**src/rtl/uart_frame_pkg.sv**
```systemverilog
// Shared types and constants for the UART command-frame parser.
//   frm_state_t  : parser FSM states
//   err_code_t   : framing error causes reported on o_err_code
//   SOF_BYTE_DEFAULT, timeout_clks() : default marker and timeout length helper
package uart_frame_pkg;

    typedef enum logic [2:0] {
        S_IDLE = 3'd0,
        S_CMD  = 3'd1,
        S_LEN  = 3'd2,
        S_PAY  = 3'd3,
        S_CHK  = 3'd4,
        S_HOLD = 3'd5
    } frm_state_t;

    typedef enum logic [2:0] {
        ERR_NONE    = 3'd0,
        ERR_BAD_LEN = 3'd1,
        ERR_BAD_CHK = 3'd2,
        ERR_TIMEOUT = 3'd3,
        ERR_OVERRUN = 3'd4
    } err_code_t;

    localparam logic [7:0] SOF_BYTE_DEFAULT = 8'hA5;

    // Inter-byte timeout in clocks: one byte time is 10 bit times (start + 8 data + stop).
    function automatic int unsigned timeout_clks(input int unsigned clk_hz,
                                                 input int unsigned baud,
                                                 input int unsigned n_bytes);
        return (clk_hz / baud) * 10 * n_bytes;
    endfunction

endpackage

```
**src/rtl/frame_payload_buf.sv**
```systemverilog
// Payload register file for one command frame.
//   i_clk            : clock
//   i_we/i_waddr/i_wdata : synchronous write port
//   i_raddr/o_rdata  : asynchronous read port
module frame_payload_buf #(
    parameter int unsigned DEPTH = 8,
    parameter int unsigned AW    = 3
) (
    input  logic          i_clk,
    input  logic          i_we,
    input  logic [AW-1:0] i_waddr,
    input  logic [7:0]    i_wdata,
    input  logic [AW-1:0] i_raddr,
    output logic [7:0]    o_rdata
);

    logic [7:0] mem [DEPTH];

    // Contents need no reset: they are only read while a validated frame is held.
    always_ff @(posedge i_clk) begin
        if (i_we) begin
            mem[i_waddr] <= i_wdata;
        end
    end

    assign o_rdata = mem[i_raddr];

endmodule

```
**src/rtl/uart_frame_rx.sv**
```systemverilog
// Frame parser: SOF, CMD, LEN, payload, XOR checksum -> held command with valid/ready.
//   i_clk, i_rst          : clock, synchronous active-high reset
//   i_rx_dv, i_rx_byte    : byte strobe from the UART receiver
//   o_cmd_valid, i_cmd_ready, o_cmd, o_len : held frame and handshake
//   i_rd_addr, o_rd_data  : combinational payload read port
//   o_err, o_err_code     : one-cycle error pulse and sticky cause
//   o_busy                : parser is not idle
module uart_frame_rx
    import uart_frame_pkg::*;
#(
    parameter int unsigned CLK_FREQ_HZ   = 25_000_000,
    parameter int unsigned BAUD_RATE     = 115200,
    parameter int unsigned MAX_PAYLOAD   = 8,
    parameter logic [7:0]  SOF_BYTE      = SOF_BYTE_DEFAULT,
    parameter int unsigned TIMEOUT_BYTES = 4,
    localparam int unsigned LW = $clog2(MAX_PAYLOAD + 1),
    localparam int unsigned AW = (MAX_PAYLOAD > 1) ? $clog2(MAX_PAYLOAD) : 1
) (
    input  logic          i_clk,
    input  logic          i_rst,
    input  logic          i_rx_dv,
    input  logic [7:0]    i_rx_byte,
    output logic          o_cmd_valid,
    input  logic          i_cmd_ready,
    output logic [7:0]    o_cmd,
    output logic [LW-1:0] o_len,
    input  logic [AW-1:0] i_rd_addr,
    output logic [7:0]    o_rd_data,
    output logic          o_err,
    output logic [2:0]    o_err_code,
    output logic          o_busy
);

    localparam int unsigned TIMEOUT_CLKS = timeout_clks(CLK_FREQ_HZ, BAUD_RATE, TIMEOUT_BYTES);
    localparam int unsigned TW = (TIMEOUT_CLKS > 2) ? $clog2(TIMEOUT_CLKS) : 1;

    frm_state_t    state_q, state_d;
    logic [7:0]    chk_q, chk_d;
    logic [AW-1:0] idx_q, idx_d;
    logic [TW-1:0] cnt_q, cnt_d;
    logic [7:0]    cmd_lat_q, cmd_lat_d;
    logic [LW-1:0] len_lat_q, len_lat_d;
    logic          valid_q, valid_d;
    logic [7:0]    out_cmd_q, out_cmd_d;
    logic [LW-1:0] out_len_q, out_len_d;
    logic          err_q, err_d;
    err_code_t     err_code_q, err_code_d;
    logic          busy_q;
    logic          wr_en_c;

    // State and output registers.
    always_ff @(posedge i_clk) begin
        if (i_rst) begin
            state_q    <= S_IDLE;
            chk_q      <= '0;
            idx_q      <= '0;
            cnt_q      <= '0;
            cmd_lat_q  <= '0;
            len_lat_q  <= '0;
            valid_q    <= 1'b0;
            out_cmd_q  <= '0;
            out_len_q  <= '0;
            err_q      <= 1'b0;
            err_code_q <= ERR_NONE;
            busy_q     <= 1'b0;
        end else begin
            state_q    <= state_d;
            chk_q      <= chk_d;
            idx_q      <= idx_d;
            cnt_q      <= cnt_d;
            cmd_lat_q  <= cmd_lat_d;
            len_lat_q  <= len_lat_d;
            valid_q    <= valid_d;
            out_cmd_q  <= out_cmd_d;
            out_len_q  <= out_len_d;
            err_q      <= err_d;
            err_code_q <= err_code_d;
            busy_q     <= (state_d != S_IDLE);
        end
    end

    // Next-state, datapath and output decode.
    always_comb begin
        state_d    = state_q;
        chk_d      = chk_q;
        idx_d      = idx_q;
        cnt_d      = cnt_q;
        cmd_lat_d  = cmd_lat_q;
        len_lat_d  = len_lat_q;
        valid_d    = valid_q;
        out_cmd_d  = out_cmd_q;
        out_len_d  = out_len_q;
        err_d      = 1'b0;
        err_code_d = err_code_q;
        wr_en_c    = 1'b0;

        // Inter-byte timeout; a byte arriving on the expiry cycle takes priority.
        if (state_q inside {S_CMD, S_LEN, S_PAY, S_CHK}) begin
            if (i_rx_dv) begin
                cnt_d = '0;
            end else if (cnt_q == TW'(TIMEOUT_CLKS - 1)) begin
                cnt_d      = '0;
                err_d      = 1'b1;
                err_code_d = ERR_TIMEOUT;
                state_d    = S_IDLE;
            end else begin
                cnt_d = cnt_q + TW'(1);
            end
        end else begin
            cnt_d = '0;
        end

        unique case (state_q)
            S_IDLE: begin
                if (i_rx_dv && (i_rx_byte == SOF_BYTE)) begin
                    chk_d   = '0;
                    state_d = S_CMD;
                end
            end
            S_CMD: begin
                if (i_rx_dv) begin
                    cmd_lat_d = i_rx_byte;
                    chk_d     = i_rx_byte;
                    state_d   = S_LEN;
                end
            end
            S_LEN: begin
                if (i_rx_dv) begin
                    chk_d     = chk_q ^ i_rx_byte;
                    len_lat_d = LW'(i_rx_byte);
                    idx_d     = '0;
                    if (i_rx_byte > 8'(MAX_PAYLOAD)) begin
                        err_d      = 1'b1;
                        err_code_d = ERR_BAD_LEN;
                        state_d    = S_IDLE;
                    end else if (i_rx_byte == 8'h00) begin
                        state_d = S_CHK;
                    end else begin
                        state_d = S_PAY;
                    end
                end
            end
            S_PAY: begin
                if (i_rx_dv) begin
                    wr_en_c = 1'b1;
                    chk_d   = chk_q ^ i_rx_byte;
                    idx_d   = idx_q + AW'(1);
                    if (LW'(idx_q) == (len_lat_q - LW'(1))) begin
                        state_d = S_CHK;
                    end
                end
            end
            S_CHK: begin
                if (i_rx_dv) begin
                    if (i_rx_byte == chk_q) begin
                        out_cmd_d = cmd_lat_q;
                        out_len_d = len_lat_q;
                        valid_d   = 1'b1;
                        state_d   = S_HOLD;
                    end else begin
                        err_d      = 1'b1;
                        err_code_d = ERR_BAD_CHK;
                        state_d    = S_IDLE;
                    end
                end
            end
            S_HOLD: begin
                // Bytes arriving while a frame is held are dropped, never written.
                if (i_rx_dv) begin
                    err_d      = 1'b1;
                    err_code_d = ERR_OVERRUN;
                end
                if (i_cmd_ready) begin
                    valid_d = 1'b0;
                    state_d = S_IDLE;
                end
            end
            default: begin
                state_d = S_IDLE;
            end
        endcase
    end

    frame_payload_buf #(
        .DEPTH (MAX_PAYLOAD),
        .AW    (AW)
    ) u_payload_buf (
        .i_clk   (i_clk),
        .i_we    (wr_en_c),
        .i_waddr (idx_q),
        .i_wdata (i_rx_byte),
        .i_raddr (i_rd_addr),
        .o_rdata (o_rd_data)
    );

    assign o_cmd_valid = valid_q;
    assign o_cmd       = out_cmd_q;
    assign o_len       = out_len_q;
    assign o_err       = err_q;
    assign o_err_code  = err_code_q;
    assign o_busy      = busy_q;

endmodule

```
**config.mk**
```make
export PLATFORM = sky130hd
export DESIGN_NAME = uart_frame_rx
export DESIGN_NICKNAME = d
export VERILOG_FILES = /design/src/rtl/uart_frame_pkg.sv /design/src/rtl/frame_payload_buf.sv /design/src/rtl/uart_frame_rx.sv
export SDC_FILE = /design/constraint.sdc
export NUM_CORES = 1
export LEC_CHECK = 0
export CORE_ASPECT_RATIO = 0.6
export CORE_UTILIZATION = 56
export DETAILED_ROUTE_END_ITERATION = 6
export PLACE_DENSITY = 0.87
export SETUP_SLACK_MARGIN = 0.1
export SYNTH_ARGS = -nofsm -noshare
export SYNTH_HDL_FRONTEND = slang
export SYNTH_SLANG_ARGS = --single-unit
```
**constraint.sdc**
```tcl
create_clock -name i_clk -period 9.6 [get_ports i_clk]
set_clock_uncertainty 0.15 [all_clocks]
set_input_delay 2.88 -clock i_clk [delete_from_list [all_inputs] [get_ports i_clk]]
set_output_delay 2.88 -clock i_clk [all_outputs]
set_load 0.005 [all_outputs]
```
==> metrics.md, run 1 <==
| Metric | Value |
|---|---|
| Power Internal | between 0.9 and 1 mW |
| Final nets | approximately 500 |
| Htree depth | 4 |
| Outcome | finished clean |
| Core area | 9190 sq um |
| Setup ws final | roughly 1600 ps |
| CTS resizes | 0 |
| CP Launch Point | i_rd_addr[1] |
| Total track usage | a little over a quarter |
| Post-CTS setup buffers | 0 |
| Clk slew on worst S/H paths | 50 ps |
| Ports | between 40 and 50 |
| Post-synthesis sequential area ratio | a little under 60% |
| Synthesized area | around 5300 sq um |
| Post-synth ARST share | 0% |
| Multiplexer area fraction after synthesis | 10.7% |
| Post-synth cell types | 59 |
| Die W | about 130 um |
| Total CTS buffers | 17 |
| Hold crit path type | reg2reg |
| DIE AREA | 9920 sq um |
| Crit path DAT | 5000 ps |
| Antenna Cells | 0 |
| Avg Vias per Cell | 5.99 |
| Worst Tran Pin Value | 1080 ps |
| Simple-gate area share of the yosys netlist | 13.6% |
| Global route total overflow | 0 |
| Max Cap Viol | 0 |
| Setup tns final | 0 ps |
| Mapped Cells | 448 |
| Via count | 3738 |
| Slew HR | roughly 28% |
| Vias in the first global route | between 3000 and 4000 |
| Final Cycle Share | 83.7% |
| Routed WL | 11800 um |
| Starting DRT DRC Count | 474 |
| Avg Cell Area, Syn | 11.9 sq um |
| Non-Filler Instances | around 620 |
| Switching portion of total power | 20.5% |
| Static leakage | 2.17 nW |
| Routed Antenna Nets | 0 |
| CTS tree | done |
| Final Hold Vio Count | 0 |
| Clk_lat worst skew | approximately 420 ps |
| Number of core rows | 27 |
| Xor and xnor area share after synthesis | around 3.8% |
| CTS Sinks | 122 |
| Root buf cell | clkbuf_16 |
| DRT Pass-1 Iters | 5 |
| Crit path max fanout | 16 |
| Initial antenna violation count | 0 |
| WL/cell | 19.0 um |
| Post-synthesis adder-cell area fraction | less than 1% |
| IO buf count | 40 |
| Synth Area in Compound Gates | 10.2% |
| Peak supply drop | approximately 160 uV |
| Final min period | 8030 ps |
| EDFF count, synth | 64 |
| Final GP Congestion | 0.906 |
| Die height | 77.6 um |
| Finished Cell Area | 6340 sq um |
| Post-Place Cell Area | 5770 sq um |
| Worst r2r src | state_q[0] |
| Setup Crit Path Kind | in2out |
| Post-CTS Hold Fix Bufs | 0 |
| Ys flop type | edfxtp_1 |
| Crit path launch type | input port |
| Net Sw Power | about 0.25 mW |
| Flops & latches, synth | roughly 120 |
| DRC viols | 0 |
| Area Growth Syn to Fin | 19.1% |
| Pwr/cell area | 191 nW/um^2 |
| FMAX | 125 MHz |
| Post-Synthesis Net Count | 466 |
| Largest family of logic cells by synthesized area | simple AND/OR/NAND/NOR gates |
| Crit. End Element | output port |
| DP HPWL | about 7600 um |
| Starting Density | 58.0% |
| First-pass GRT wire length | 19200 um |
| Setup repair after global routing missed its margin | false |
| Power share of the clock group | 51.0% |
| Largest net degree at the start of global routing | 44 |
| Worst hold path startpoint | cmd_lat_q[2] |
| Setup WS pre-CTS | between 1500 and 2000 ps |
| Clock tree buffer depth | 2 |
| Worst Path Required | about 6600 ps |
| Combinational Power Share | 3.6% |
| Seq pwr share | 45.4% |
| Final setup violation count | 0 |
| Synth warn | 0 |
| # placed instances | 592 |
| Share of cells above drive strength 1 | about an eighth |
| Max Slew Vio Count | 0 |
per-stage QoR:
step           power, mW  util, %  hold WS, ps
2_1_floorplan      0.582        -          280
3_3_place_gp       0.601     62.8          291
3_5_place_dp       0.603     62.8          303
4_1_cts             1.22     69.0          312
5_1_grt             1.24     69.0          338
6_report            1.21     69.0          308
cells in the mapped netlist, drive strengths merged (2+ instances only):
cell type,n,share of area (%)
nand3b,2,0.28
o21ai,21,2.0
mux4,16,6.8
nor4,5,0.82
a21oi,32,3.0
inv,4,0.28
clkbuf,17,1.2
and3,3,0.35
nor3b,3,0.42
nand2,32,2.3
o2111ai,2,0.45
buf,13,1.7
nand3,9,0.85
mux2,8,1.7
edfxtp,64,36
or3b,3,0.54
nand2b,6,0.70
a22oi,2,0.28
xnor2,3,0.49
a32oi,9,1.5
xor2,20,3.3
nor2,57,4.0
or3,2,0.23
ha,3,0.70
mux2i,12,2.3
nor3,6,0.56
dfxtp,58,22
and2,3,0.35
o22ai,2,0.23
or2,2,0.23
a31oi,2,0.23
o31a,2,0.33
nor2b,3,0.35
nand4,4,0.47
flip-flops by register name (all words and copies together) (netlist names):
name / flops
chk_q: 8
cmd_lat_q: 8
cnt_q: 14
idx_q: 3
len_lat_q: 4
o_busy: 1
o_cmd: 8
o_cmd_valid: 1
o_err: 1
o_err_code: 3
o_len: 4
state_q: 3
u_payload_buf.mem: 64
final timing paths:
path                            slack (ps)      endpoint  depth (start not counted)
worst min-delay path                   310  cmd_lat_q[2]                          2
worst max register to register        6780      chk_q[5]                          5
worst max-delay path                  1570  o_rd_data[0]                          4
worst min register to register         310  cmd_lat_q[2]                          2
final cells by class:
type	count	area [sq um]
Inverter	4	15.0
Fill cell	632	2840
Clock inverter	12	121
Multi-Input combinational cell	292	2080
Sequential cell	122	3080
Tap cell	130	163
Clock buffer	20	457
Timing Repair Buffer	44	430
cells in the final DEF (no fill, tap or decap), types with 4 or more instances in the layout:
cell type | Yosys | final
buf_4 | 1 | 4
mux4_2 | 16 | 16
xor2_1 | 20 | 20
a21oi_1 | 32 | 32
a32oi_1 | 9 | 9
nand2b_1 | 6 | 6
inv_1 | 4 | 4
o21ai_0 | 21 | 21
nor2_1 | 57 | 57
nand2_1 | 32 | 32
mux2i_1 | 12 | 12
clkbuf_16 | 0 | 17
edfxtp_1 | 64 | 64
mux2_2 | 8 | 8
nand4_1 | 4 | 4
nor3_1 | 6 | 6
dfxtp_1 | 58 | 58
nand3_1 | 9 | 9
clkdlybuf4s50_1 | 0 | 40
kinds of logic (layout without fill, tap and decap cells):
logic type,Yosys count,after routing
and+or+nand+nor,147,147
DFF,122,122
AOI/OAI and AO/OA,83,83
muxes,36,36
buffers and inverters,34,80
xor gates and xnor gates,23,23
adders and majority gates,3,3
metal layers:
layer | vias to the layer above | wire, um | GRT usage (%)
met1 | 1820 | 5300 | 35.1
li1 | 1727 | - | -
met3 | 25 | 856 | 8.55
met2 | 166 | 5450 | 39.7
met4 | 0 | 235 | 10.5
met5 | - | 0 | 0
critical path: stages:
cell,delay [ps]
clkdlybuf4s50_1,950
mux4_2,420
mux2_2,290
clkdlybuf4s50_1,450
power groups by stage:
stage,logic [mW],registers [mW],clock network (mW)
after floorplan,0.0231,0.559,0
after global placement,0.0412,0.559,0
after detailed placement,0.0432,0.559,0
after CTS,0.0438,0.549,0.623
after global routing,0.0467,0.548,0.644
final,0.0436,0.549,0.617
No activity file was read; power rests on OpenSTA's default activity.
==> run 2, diff against run 1 <==
--- a/config.mk
+++ b/config.mk
@@ -6,9 +6,9 @@
 export NUM_CORES = 1
 export LEC_CHECK = 0
 export CORE_ASPECT_RATIO = 0.6
-export CORE_UTILIZATION = 56
+export CORE_UTILIZATION = 52
 export DETAILED_ROUTE_END_ITERATION = 6
-export PLACE_DENSITY = 0.87
+export PLACE_DENSITY = 0.85
 export SETUP_SLACK_MARGIN = 0.1
 export SYNTH_ARGS = -nofsm -noshare
 export SYNTH_HDL_FRONTEND = slang
==> constraint.sdc (replaced) <==
create_clock -name i_clk -period 6.87 [get_ports i_clk]
set_clock_uncertainty 0.15 [all_clocks]
set_input_delay 2.061 -clock i_clk [delete_from_list [all_inputs] [get_ports i_clk]]
set_output_delay 2.061 -clock i_clk [all_outputs]
set_load 0.005 [all_outputs]
==> run 2 against run 1 <==
Compared with the run above: global-route usage shrank 3.2 points; largest power group unchanged; critical endpoint is now o_rd_data[2]; via count increased by 1.1%; largest cell class unchanged; flip-flop and latch count unchanged.
==> metrics.md, run 2 (synthesis results as in run 1) <==
| Metric | Value |
|---|---|
| Outcome | finished clean |
| Most common cell after layout, fill and taps aside | edfxtp_1 |
| Final Hold Vio Count | 0 |
| Hold crit path type | reg2reg |
| Ports | 41 |
| Antenna Cells | 0 |
| Cell mode on critical path | clkdlybuf4s50_1 |
| Static leakage | 2.20 nW |
| CTS tree | done |
| Setup repair after global routing missed its margin | false |
| DP HPWL | 7370 um |
| Most frequent cells in the layout | 64 x edfxtp_1, 58 x dfxtp_1, 57 x nor2_1 |
| Total track usage | 23.1% |
| WL/cell | 18.3 um |
| Post-Place Cell Area | 5800 sq um |
| Worst hold path startpoint | cmd_lat_q[1] |
| Crit path max fanout | 16 |
| Htree depth | 4 |
| Die height | 80.4 um |
| Final nets | approximately 500 |
| Worst path slowest cell | mux4_2 |
| DRC viols | 0 |
| IO buf count | 40 |
| Top reg by flops | u_payload_buf.mem |
| Avg Vias per Cell | 5.98 |
| CTS resizes | 0 |
| Hold Path Depth | 2 |
| Crit path launch type | input port |
| Worst r2r src | state_q[1] |
| Crit-path cells | clkdlybuf4s50_1 > buf_4 > mux4_2 > mux2_2 > clkdlybuf4s50_1 |
| Area Growth Syn to Fin | 20.3% |
| First-pass GRT wire length | 18400 um |
| Post-CTS Hold Fix Bufs | 0 |
| Routed Antenna Nets | 0 |
| Pwr/cell area | around 270 nW/um^2 |
| Reg2reg setup slack | 3930 ps |
| Crit path DAT | ~4100 ps |
| CP peak stage delay | approximately 580 ps |
| Worst R2R End | u_payload_buf.mem[1][3] |
| Worst Tran Pin Value | 1050 ps |
| Peak supply drop | about 290 uV |
| Max Slew Vio Count | 0 |
| Vias in the first global route | 3504 |
| Crit. End Element | output port |
| Core area | 9910 sq um |
| Largest net degree at the start of global routing | 44 |
| Final min period | 6350 ps |
| DRT Pass-1 Iters | 5 |
| Clock tree buffer depth | 2 |
| Slew HR | between 30% and 40% |
| Final Cycle Share | 92.4% |
| Root buf cell | clkbuf_16 |
| Setup ws final | 521 ps |
| Setup WS pre-CTS | 542 ps |
| Finished Cell Area | 6410 sq um |
| CTS Sinks | around 120 |
| Via count | 3780 |
| Starting Density | between 50% and 60% |
| Initial antenna violation count | 0 |
| Starting DRT DRC Count | 475 |
| Fillers | approximately 700 |
| Die W | 133 um |
| Setup Crit Path Kind | in2out |
| Number of core rows | 28 |
| Clk_lat worst skew | 410 ps |
| FMAX | about 160 MHz |
| Global route total overflow | 0 |
| Final GP Congestion | between 0.8 and 0.9 |
| Setup tns final | 0 ps |
| Final setup violation count | 0 |
| Top Registers | u_payload_buf.mem (64), cnt_q (14) |
| Post-CTS setup buffers | 0 |
| Worst Path Required | approximately 4700 ps |
| Max FFs per register | 64 |
| Hold Path Sink | cmd_lat_q[1] |
| Clk slew on worst S/H paths | approximately 60 ps |
| Total CTS buffers | 17 |
| Share of cells above drive strength 1 | approximately 14% |
| DIE AREA | 10700 sq um |
| Max Cap Viol | 0 |
| Routed WL | 11600 um |
| R2R cell count | 5 |
-- run 2: changes by cell type in the layout (fill, tap and decap cells not counted), sizes merged --
cell	before	now
clkbuf	20	17
clkinv	6	5
bufinv	2	3
clkinvlp	3	2
buf	4	7
inv	5	9
-- run 2: cell type report --
cell class / count / area (sq um) / area share, %
flip-flops and latches: 122 / 3080 / 48.1
repair buffers: 47 / 453 / 7.07
inverters: 4 / 15.0 / 0.234
multi-input cells: 292 / 2080 / 32.4
clock buffers: 17 / 425 / 6.64
well taps: 135 / 169 / 2.64
clock inverters: 15 / 188 / 2.93
-- run 2: how the worst max path moves through the flow --
stage | from | to | cells after the start
6_report | i_rd_addr[0] | o_rd_data[2] | 5
5_1_grt | i_rd_addr[0] | o_rd_data[2] | 5
4_1_cts | i_rd_addr[0] | o_rd_data[2] | 5
3_5_place_dp | i_rd_addr[0] | o_rd_data[7] | 5
3_3_place_gp | i_rd_addr[0] | o_rd_data[7] | 5
2_1_floorplan | i_rd_addr[0] | o_rd_data[0] | 4
-- run 2: report_power, final --
part | total [mW] | switching [mW] | internal, mW
sequential | 0.766 | 0.0000674 | 0.766
combinational | 0.0622 | 0.0332 | 0.0290
clock | 0.921 | 0.345 | 0.577
-- run 2: per-stage QoR --
step / util, % / hold WS [ps] / total power, mW / cells
after floorplan: - / 280 / 0.814 / 448
after global placement: 58.5 / 290 / 0.841 / 600
after detailed placement: 58.5 / 305 / 0.842 / 600
after CTS: 64.6 / 312 / 1.76 / 632
after global routing: 64.6 / 341 / 1.80 / 632
final: 64.6 / 314 / 1.75 / 632
-- run 2: per-layer routing --
metal / vias to the layer above / GRT usage (%) / wire [um]
li1: 1733 / - / -
met1: 1828 / 32.1 / 5200
met2: 198 / 34.6 / 5170
met3: 21 / 6.31 / 1050
met4: 0 / 8.39 / 139
met5: - / 0 / 0
-- run 2: worst max-delay path: cells and delay by family --
family | cells | cell delay [ps]
buffers and inverters | 3 | 1210
muxes | 2 | 860
==> run 3, diff against run 2 <==
--- a/config.mk
+++ b/config.mk
@@ -10,6 +10,7 @@
 export DETAILED_ROUTE_END_ITERATION = 6
 export PLACE_DENSITY = 0.85
 export SETUP_SLACK_MARGIN = 0.1
+export SKIP_LAST_GASP = 1
 export SYNTH_ARGS = -nofsm -noshare
 export SYNTH_HDL_FRONTEND = slang
 export SYNTH_SLANG_ARGS = --single-unit
==> results of run 3 <==
Final layout, timing and power as in run 2 (identical DEF).
